==> src/rtl/mul_seq_arbiter.sv <==
// mul_seq_arbiter
//   Sequencer and arbiter in front of one shared repeated-addition multiplier
//   datapath (A register, accumulator P, decrementing B counter, B==0 flag).
//   Grants one requester at a time, steps the datapath through
//   LOAD_A -> LOAD_B -> CALC, and returns the truncated product with a
//   one-cycle done pulse on the granted requester's bit.
//
//   Build option: define MUL_SEQ_ARB_RR_EN for round-robin arbitration.
//   Without it, arbitration is fixed priority (lowest index wins).
//
// Ports
//   clk, rst          clock, synchronous active-high reset
//   req[N_REQ]        per-requester request level
//   op_a, op_b        packed operands, slice i = [i*WIDTH +: WIDTH]
//   gnt[N_REQ]        registered one-hot grant, held for the whole operation
//   done[N_REQ]       one-cycle one-hot completion pulse
//   result[WIDTH]     product of the last completed operation
//   busy              high while an operation is in flight
//   data_in[WIDTH]    operand bus to the datapath
//   ldA ldB ldP clrP decB   datapath strobes
//   eqz               datapath B==0 flag
//   dp_p[WIDTH]       datapath accumulator value
module mul_seq_arbiter #(
  parameter int N_REQ = 4,
  parameter int WIDTH = 16
) (
  input  logic                   clk,
  input  logic                   rst,
  input  logic [N_REQ-1:0]       req,
  input  logic [N_REQ*WIDTH-1:0] op_a,
  input  logic [N_REQ*WIDTH-1:0] op_b,
  output logic [N_REQ-1:0]       gnt,
  output logic [N_REQ-1:0]       done,
  output logic [WIDTH-1:0]       result,
  output logic                   busy,
  output logic [WIDTH-1:0]       data_in,
  output logic                   ldA,
  output logic                   ldB,
  output logic                   ldP,
  output logic                   clrP,
  output logic                   decB,
  input  logic                   eqz,
  input  logic [WIDTH-1:0]       dp_p
);

  localparam int IW  = $clog2(N_REQ);
  localparam int IW1 = IW + 1;
  localparam logic [N_REQ-1:0] ONE = {{(N_REQ-1){1'b0}}, 1'b1};

  typedef enum logic [2:0] {IDLE, LOAD_A, LOAD_B, CALC, DONE} state_t;

  state_t            state_reg;
  logic [N_REQ-1:0]  gnt_reg;
  logic [N_REQ-1:0]  done_reg;
  logic [WIDTH-1:0]  result_reg;
  logic              busy_reg;
  logic [WIDTH-1:0]  data_in_reg;
  logic              ldA_reg;
  logic              ldB_reg;
  logic              clrP_reg;
  logic [WIDTH-1:0]  b_lat_reg;

  // Unpacked views of the operand buses so the winner can index them directly.
  logic [WIDTH-1:0] a_arr [N_REQ];
  logic [WIDTH-1:0] b_arr [N_REQ];

  genvar gi;
  generate
    for (gi = 0; gi < N_REQ; gi++) begin : g_slice
      assign a_arr[gi] = op_a[gi*WIDTH +: WIDTH];
      assign b_arr[gi] = op_b[gi*WIDTH +: WIDTH];
    end
  endgenerate

  logic [IW-1:0] win;
  logic          found;

  assign found = |req;

`ifdef MUL_SEQ_ARB_RR_EN
  logic [IW-1:0] ptr_reg;
  logic [IW:0]   idx;
  logic          taken;

  // Search starts at the pointer and wraps; first set request wins.
  always_comb begin
    win   = '0;
    idx   = '0;
    taken = 1'b0;
    for (int k = 0; k < N_REQ; k++) begin
      idx = {1'b0, ptr_reg} + IW1'(k);
      if (idx >= IW1'(N_REQ)) idx = idx - IW1'(N_REQ);
      if (!taken && req[idx[IW-1:0]]) begin
        taken = 1'b1;
        win   = idx[IW-1:0];
      end
    end
  end
`else
  // Fixed priority: scanning downward leaves the lowest set index in win.
  always_comb begin
    win = '0;
    for (int k = N_REQ - 1; k >= 0; k--) begin
      if (req[k]) win = IW'(k);
    end
  end
`endif

  always_ff @(posedge clk) begin
    if (rst) begin
      state_reg   <= IDLE;
      gnt_reg     <= '0;
      done_reg    <= '0;
      result_reg  <= '0;
      busy_reg    <= 1'b0;
      data_in_reg <= '0;
      ldA_reg     <= 1'b0;
      ldB_reg     <= 1'b0;
      clrP_reg    <= 1'b0;
      b_lat_reg   <= '0;
`ifdef MUL_SEQ_ARB_RR_EN
      ptr_reg     <= '0;
`endif
    end else begin
      // Strobes and the operand bus are pulses: default them low each cycle.
      done_reg    <= '0;
      data_in_reg <= '0;
      ldA_reg     <= 1'b0;
      ldB_reg     <= 1'b0;
      clrP_reg    <= 1'b0;
      case (state_reg)
        IDLE: begin
          if (found) begin
            gnt_reg     <= ONE << win;
            busy_reg    <= 1'b1;
            // A is captured straight into the bus register for LOAD_A;
            // B is held until LOAD_B so operands may change after the grant.
            data_in_reg <= a_arr[win];
            b_lat_reg   <= b_arr[win];
            ldA_reg     <= 1'b1;
            state_reg   <= LOAD_A;
`ifdef MUL_SEQ_ARB_RR_EN
            ptr_reg     <= (win == IW'(N_REQ - 1)) ? '0 : win + 1'b1;
`endif
          end
        end
        LOAD_A: begin
          data_in_reg <= b_lat_reg;
          ldB_reg     <= 1'b1;
          clrP_reg    <= 1'b1;
          state_reg   <= LOAD_B;
        end
        LOAD_B: begin
          state_reg <= CALC;
        end
        CALC: begin
          if (eqz) begin
            result_reg <= dp_p;
            done_reg   <= gnt_reg;
            state_reg  <= DONE;
          end
        end
        DONE: begin
          gnt_reg   <= '0;
          busy_reg  <= 1'b0;
          state_reg <= IDLE;
        end
        default: state_reg <= IDLE;
      endcase
    end
  end

  // Accumulate only while B is non-zero, so nothing is added once B hits 0.
  assign ldP     = (state_reg == CALC) && !eqz;
  assign decB    = ldP;

  assign gnt     = gnt_reg;
  assign done    = done_reg;
  assign result  = result_reg;
  assign busy    = busy_reg;
  assign data_in = data_in_reg;
  assign ldA     = ldA_reg;
  assign ldB     = ldB_reg;
  assign clrP    = clrP_reg;

endmodule

==> config.mk <==
export PLATFORM = sky130hd
export DESIGN_NAME = mul_seq_arbiter
export DESIGN_NICKNAME = d
export VERILOG_FILES = /design/src/rtl/mul_seq_arbiter.sv
export SDC_FILE = /design/constraint.sdc
export NUM_CORES = 1
export LEC_CHECK = 0
export CAP_MARGIN = 0
export CELL_PAD_IN_SITES_DETAIL_PLACEMENT = 0
export CELL_PAD_IN_SITES_GLOBAL_PLACEMENT = 1
export CORE_MARGIN = 2
export CORE_UTILIZATION = 46
export DETAILED_ROUTE_END_ITERATION = 16
export DONT_BUFFER_PORTS = 1
export PLACE_DENSITY = 0.93
export SLEW_MARGIN = 20
export SYNTH_ARGS = -nofsm -noshare
export SYNTH_HDL_FRONTEND = slang
export SYNTH_SLANG_ARGS = --single-unit
==> constraint.sdc <==
create_clock -name clk -period 2.63 [get_ports clk]
set_clock_uncertainty 0.1 [all_clocks]
set_input_delay 0.526 -clock clk [delete_from_list [all_inputs] [get_ports clk]]
set_output_delay 0.526 -clock clk [all_outputs]
set_load 0.005 [all_outputs]
==> impl_metrics.json, run 1 <==
{
  "core_area_um2": 6280,
  "chipHeight_um": 84.3,
  "vias_per_cell": 6.58,
  "switchingPower_mw": 0.620,
  "totalWireLength_um": 8570,
  "status": "finished, final reports clean",
  "synthMuxAreaShare": 0.00337,
  "grtUsageMet1": 0.279,
  "cpPeakStageDelay_ns": 0.63,
  "top_usage_layer": "met2",
  "yosys_register_bits": 62,
  "ys_types": 37,
  "postCtsHoldBufs": 0,
  "drive_above_1_share": 0.131,
  "clock_latency_ns": 0.33,
  "fin_crit_sh": 0.802,
  "drc": 0,
  "p_clk_frac": 0.393,
  "numCtsBuffers": 9,
  "synth_top_cell_by_area": "dfxtp_1",
  "synth_compound_area_frac": 0.315,
  "grt_pass1_vias": 2662,
  "avgSynthCellArea_um2": 8.80,
  "antenna_found_initial": 0,
  "fp.dieW_um": 84.3,
  "dp_hpwl_um": 5970,
  "crit_buf_inv": 0,
  "synthSimpleGateAreaFrac": 0.186,
  "grt_max_degree": 43,
  "synthAdderAreaFrac": 0,
  "synth-edff-count": 0,
  "path_clk_slew_ns": 0.07,
  "synthCells": 337,
  "rsz0062_at_grt": "no",
  "cts_buffer_depth": 2,
  "gr-usage-met3": 0.0541,
  "syn_area_um2": 2970,
  "io_pins": 197,
  "slew_headroom": 0.486,
  "worstHoldStart": "rst",
  "io_buffers": 0,
  "grtUsageTotal": 0.236,
  "crit_fanout": 10,
  "cp.arrival_ns": 1.48,
  "nNetsFinal": 473,
  "seq_area_frac_synth": 0.418,
  "worstPathCellList": "nor4bb_1",
  "cts-htree-levels": 3,
  "cts_setup_buffers": 0,
  "crit_path_top_delay_cell": "nor4bb_1",
  "p_leak_nw": 1.05,
  "drtIter0Drc": 297,
  "cts_root_buffer": "clkbuf_8",
  "ys.flop_type": "dfxtp_1",
  "routed-via-count": 2660,
  "yosysTopAreaCellShare": 0.418,
  "slew_violations": 0,
  "synth_top_family_by_area": "compound AO/OA/AOI/OAI gates",
  "timing.fmax_mhz": 474,
  "clock-sinks": 62,
  "hold_class": "input pin to register",
  "grt_pass1_wl_um": 13200,
  "drtPass1Iterations": 6,
  "gp_congestion": 0.786,
  "drt-wirelength-per-cell_um": 21.2,
  "grt_use_met2": 0.411,
  "switching_share": 0.274,
  "final_common_cell": "dfxtp_1",
  "crit_path_start_kind": "register",
  "area_growth_pct": 5.27,
  "place_ws_ns": 0.621,
  "dieArea_um2": 7110,
  "yosys_warnings": 0,
  "worstSetupEndpointType": "output port",
  "synth_xor_area_frac": 0,
  "start_util": 0.473,
  "async_flop_share": 0,
  "maxCapViolCount": 0,
  "gr-total-overflow": 0,
  "totalPowerFinal_mw": 2.26,
  "cp_top_family": "simple AND/OR/NAND/NOR gates",
  "cts-resized-gates": 0,
  "r2r_start": "state_reg[1]",
  "setup_ws_ns": 0.521,
  "p_int_mw": 1.64,
  "syn-num-nets": 488,
  "fill_cells": 603,
  "cts_tree": "built",
  "dp.cells": 388,
  "cp.required_ns": 2.00,
  "tns_ns": 0,
  "tightest_slew_ns": 0.772,
  "ys_top_cells_by_area": "dfxtp_1 (42%), a21oi_1 (7.9%), nand2_1 (7.5%)",
  "path_class": "register to output port",
  "finalCriticalPeriod_ns": 2.11,
  "seqPwrFrac": 0.471,
  "setup_viol": 0,
  "drtAntennaViolNets": 0,
  "hold_violations": 0,
  "instances_no_fill": 404,
  "most-common-layout-cells": "dfxtp_1 (62), nand2_1 (59), a21oi_1 (47)",
  "power-per-cell-area_nw_per_um2": 724,
  "num_rows": 29,
  "cp-startpoint": "state_reg[0]",
  "vdd_drop_max_mv": 0.379,
  "n_antenna_cell": 0,
  "p_comb_frac": 0.136
}
## per-layer routing
metal,part of all wire,routed length (µm),up-vias
met1,0.41,3550,1293
li1,-,-,1226
met4,0.011,92,0
met2,0.50,4320,133
met5,0,0,-
met3,0.071,610,8
## kinds of logic after synthesis
kind of cell,after synthesis
multiplexers,1
AO/OA/AOI/OAI,130
flip-flops,62
AND/OR/NAND/NOR,107
buffers and inverters,37
## stage by stage
stage               cell area [µm²]  hold WS (ns)   util
floorplan                      2970         0.332      -
detailed placement             2910         0.350  0.463
global placement               2910         0.343  0.463
global route                   3120         0.129  0.498
finish                         3120         0.146  0.498
CTS                            3120         0.131  0.498
## synthesized netlist by cell type (2+ instances only)
| cell type | instances |
|---|---|
| nand2_1 | 59 |
| a22oi_1 | 7 |
| a211oi_1 | 16 |
| o22ai_1 | 4 |
| a21oi_1 | 47 |
| o21ai_0 | 13 |
| a32oi_1 | 2 |
| a22oi_2 | 9 |
| buf_2 | 10 |
| and2_1 | 5 |
| buf_6 | 7 |
| inv_1 | 2 |
| a31o_1 | 12 |
| buf_4 | 7 |
| nor3_1 | 4 |
| clkbuf_1 | 11 |
| nor2_1 | 21 |
| a222oi_1 | 20 |
| dfxtp_1 | 62 |
| nor3b_2 | 2 |
## path summary, 6_finish.rpt
check | end | slack (ns) | cells after the start
min reg2reg | data_in[15] | 0.36 | 2
max reg2reg | data_in[1] | 0.79 | 5
min | result[15] | 0.15 | 1
max | decB | 0.52 | 1
## power by group through the flow
stage          clock network [mW]  logic [mW]  registers (mW)
6_report                    0.889       0.308            1.06
5_1_grt                     0.944       0.349            1.07
4_1_cts                     0.913       0.312            1.06
3_5_place_dp                    0       0.312            1.09
3_3_place_gp                    0       0.301            1.08
2_1_floorplan                   0       0.297            1.06
## layout make-up
class | instances | area (µm²) | area share
Multi-Input combinational cell | 238 | 1500 | 0.479
Sequential cell | 62 | 1240 | 0.397
Timing Repair Buffer | 9 | 67.6 | 0.0216
Clock buffer | 11 | 151 | 0.0485
Tap cell | 77 | 96.3 | 0.0308
Clock inverter | 5 | 63.8 | 0.0204
Inverter | 2 | 7.51 | 0.00240
No activity file was read; power rests on OpenSTA's default activity.
==> run 2: changes to the inputs <==
ABC_AREA = 1   (was unset)
CORE_UTILIZATION = 41   (was 46)
PLACE_DENSITY = 0.89   (was 0.93)
clock period = 2.1 ns   (was 2.63 ns; I/O delays follow)
==> run 2 against run 1 <==
Setup slack lost 0.083 ns; total power increased by 32%; area after synthesis grew 12%; sequential cell count did not move; non-clock buffer count up 4; clock power grew 33%; global-route usage is 1.7 points lower; largest cell class unchanged; highest routed layer unchanged.
==> impl_metrics.json, run 2 <==
{
  "grtUsageTotal": 0.220,
  "finalCriticalPeriod_ns": 1.66,
  "syn-num-nets": 659,
  "synthTopCellsByCount": "nand3_1 (117), nand2_1 (90), dfxtp_1 (62)",
  "p_comb_frac": 0.157,
  "most-common-layout-cells": "nand3_1 (117), nand2_1 (90), dfxtp_1 (62)",
  "cts_setup_buffers": 0,
  "instances_no_fill": 600,
  "p_int_mw": 2.16,
  "timing.fmax_mhz": 602,
  "yosys_warnings": 0,
  "p_clk_frac": 0.396,
  "status": "finished, final reports clean",
  "vdd_drop_max_mv": 0.396,
  "maxCapViolCount": 0,
  "switching_share": 0.276,
  "n_antenna_cell": 0,
  "cts_root_buffer": "clkbuf_8",
  "core_area_um2": 7810,
  "tightest_slew_ns": 0.709,
  "clock_latency_ns": 0.34,
  "synth_top_cell_by_area": "dfxtp_1",
  "nNetsFinal": 645,
  "slew_headroom": 0.525,
  "grt_max_degree": 48,
  "chipHeight_um": 94.1,
  "clock-sinks": 62,
  "drc": 0,
  "drive_above_1_share": 0.0763,
  "drtIter0Drc": 117,
  "dp.cells": 585,
  "synthCells": 508,
  "ys_top_cells_by_area": "dfxtp_1 (37%), nand3_1 (18%), nand2_1 (10%)",
  "drtPass1Iterations": 4,
  "avgSynthCellArea_um2": 6.55,
  "hold_class": "input pin to register",
  "io_buffers": 0,
  "cts_buffer_depth": 2,
  "ys_types": 24,
  "yosys_register_bits": 62,
  "seq_area_frac_synth": 0.373,
  "routed-via-count": 3268,
  "placed_area_um2": 3360,
  "fin_crit_sh": 0.791,
  "io_pins": 197,
  "finish.utilization": 0.459,
  "p_leak_nw": 1.51,
  "fp.dieW_um": 94.1,
  "crit_fanout": 17,
  "slew_violations": 0,
  "totalPowerFinal_mw": 2.98,
  "setup_viol": 0,
  "synth-edff-count": 0,
  "switchingPower_mw": 0.822,
  "cts_tree": "built",
  "cts-resized-gates": 0,
  "crit_path_start_kind": "register",
  "worstSetupEndpointType": "register",
  "design_area_um2": 3580,
  "fill_cells": 816,
  "rsz0062_at_grt": "no",
  "tns_ns": 0,
  "async_flop_share": 0,
  "numCtsBuffers": 9,
  "drt-wirelength-per-cell_um": 16.7,
  "num_rows": 32,
  "path_clk_slew_ns": 0.07,
  "ys.flop_type": "dfxtp_1",
  "gr-total-overflow": 0,
  "grt_pass1_wl_um": 14900,
  "cts-htree-levels": 3,
  "postCtsHoldBufs": 0,
  "dieArea_um2": 8850,
  "vias_per_cell": 5.45,
  "cp.arrival_ns": 1.84,
  "antenna_found_initial": 0,
  "area_growth_pct": 7.59,
  "final_common_cell": "nand3_1",
  "grt_pass1_vias": 3112,
  "drtAntennaViolNets": 0,
  "hold_violations": 0,
  "cp.required_ns": 2.27,
  "gp_congestion": 0.802,
  "seqPwrFrac": 0.447,
  "yosysTopAreaCellShare": 0.373,
  "power-per-cell-area_nw_per_um2": 833,
  "synth.most_common_cell": "nand3_1",
  "totalWireLength_um": 10000,
  "dp_hpwl_um": 7400,
  "path_class": "register to register",
  "syn_area_um2": 3330,
  "start_util": 0.426
}
[run 2: cell types whose count changed after synthesis, moves of 16 or more]
cell      delta
a222oi_1    -20
nand3_1    +116
inv_1       +52
o21ai_0     +22
a211oi_1    -16
nand2_1     +31
[run 2: kinds of logic after synthesis]
kind of cell           share of synthesized area
flip-flops                                 0.373
buffers and inverters                      0.126
AND/OR/NAND/NOR                            0.363
AO/OA/AOI/OAI                              0.138
[run 2: worst max-delay path, stage by stage, from the launching register on]
cell and delay, ns:
dfxtp_1 0.35, inv_1 0.10, nand3_1 0.12, inv_1 0.09, nand2_1 0.08, inv_2 0.22
buf_4 0.20, nand2_1 0.07, inv_1 0.11, nand3_1 0.07, o21ai_0 0.09
[run 2: layout make-up]
type,count,area [µm²],share of cell area
Multi-Input combinational cell,351,1670,0.465
Sequential cell,62,1240,0.347
Inverter,57,214,0.0597
Clock buffer,11,151,0.0423
Tap cell,102,128,0.0356
Timing Repair Buffer,13,110,0.0307
Clock inverter,4,70.1,0.0196
[run 2: power groups by stage]
stage,sequential [mW],combinational (mW),clock (mW)
after floorplan,1.34,0.382,0
after global placement,1.36,0.462,0
after detailed placement,1.36,0.469,0
after CTS,1.33,0.471,1.20
after global routing,1.35,0.535,1.25
final,1.33,0.468,1.18
[run 2: final timing paths]
path	cells after the start	to	from	slack [ns]
worst min register to register	2	result[14]	result[14]	0.37
worst max-delay path	10	gnt[0]	state_reg[0]	0.44
worst min-delay path	1	state_reg[1]	rst	0.04
worst max register to register	10	gnt[0]	state_reg[0]	0.44
[run 2: per-layer routing]
| layer | routed length [µm] | track usage | up-vias |
|---|---|---|---|
| met5 | 0 | 0 | - |
| met4 | 176 | 0.0640 | 0 |
| met3 | 799 | 0.0690 | 18 |
| met2 | 4950 | 0.377 | 139 |
| met1 | 4080 | 0.262 | 1467 |
| li1 | - | - | 1644 |
[run 2: through the flow]
| step | setup WS, ns | hold WS, ns |
|---|---|---|
| after floorplan | 0.607 | 0.340 |
| after global placement | 0.303 | 0.349 |
| after detailed placement | 0.310 | 0.360 |
| after CTS | 0.442 | 0.0235 |
| after global routing | 0.267 | 0.0232 |
| final | 0.438 | 0.0439 |
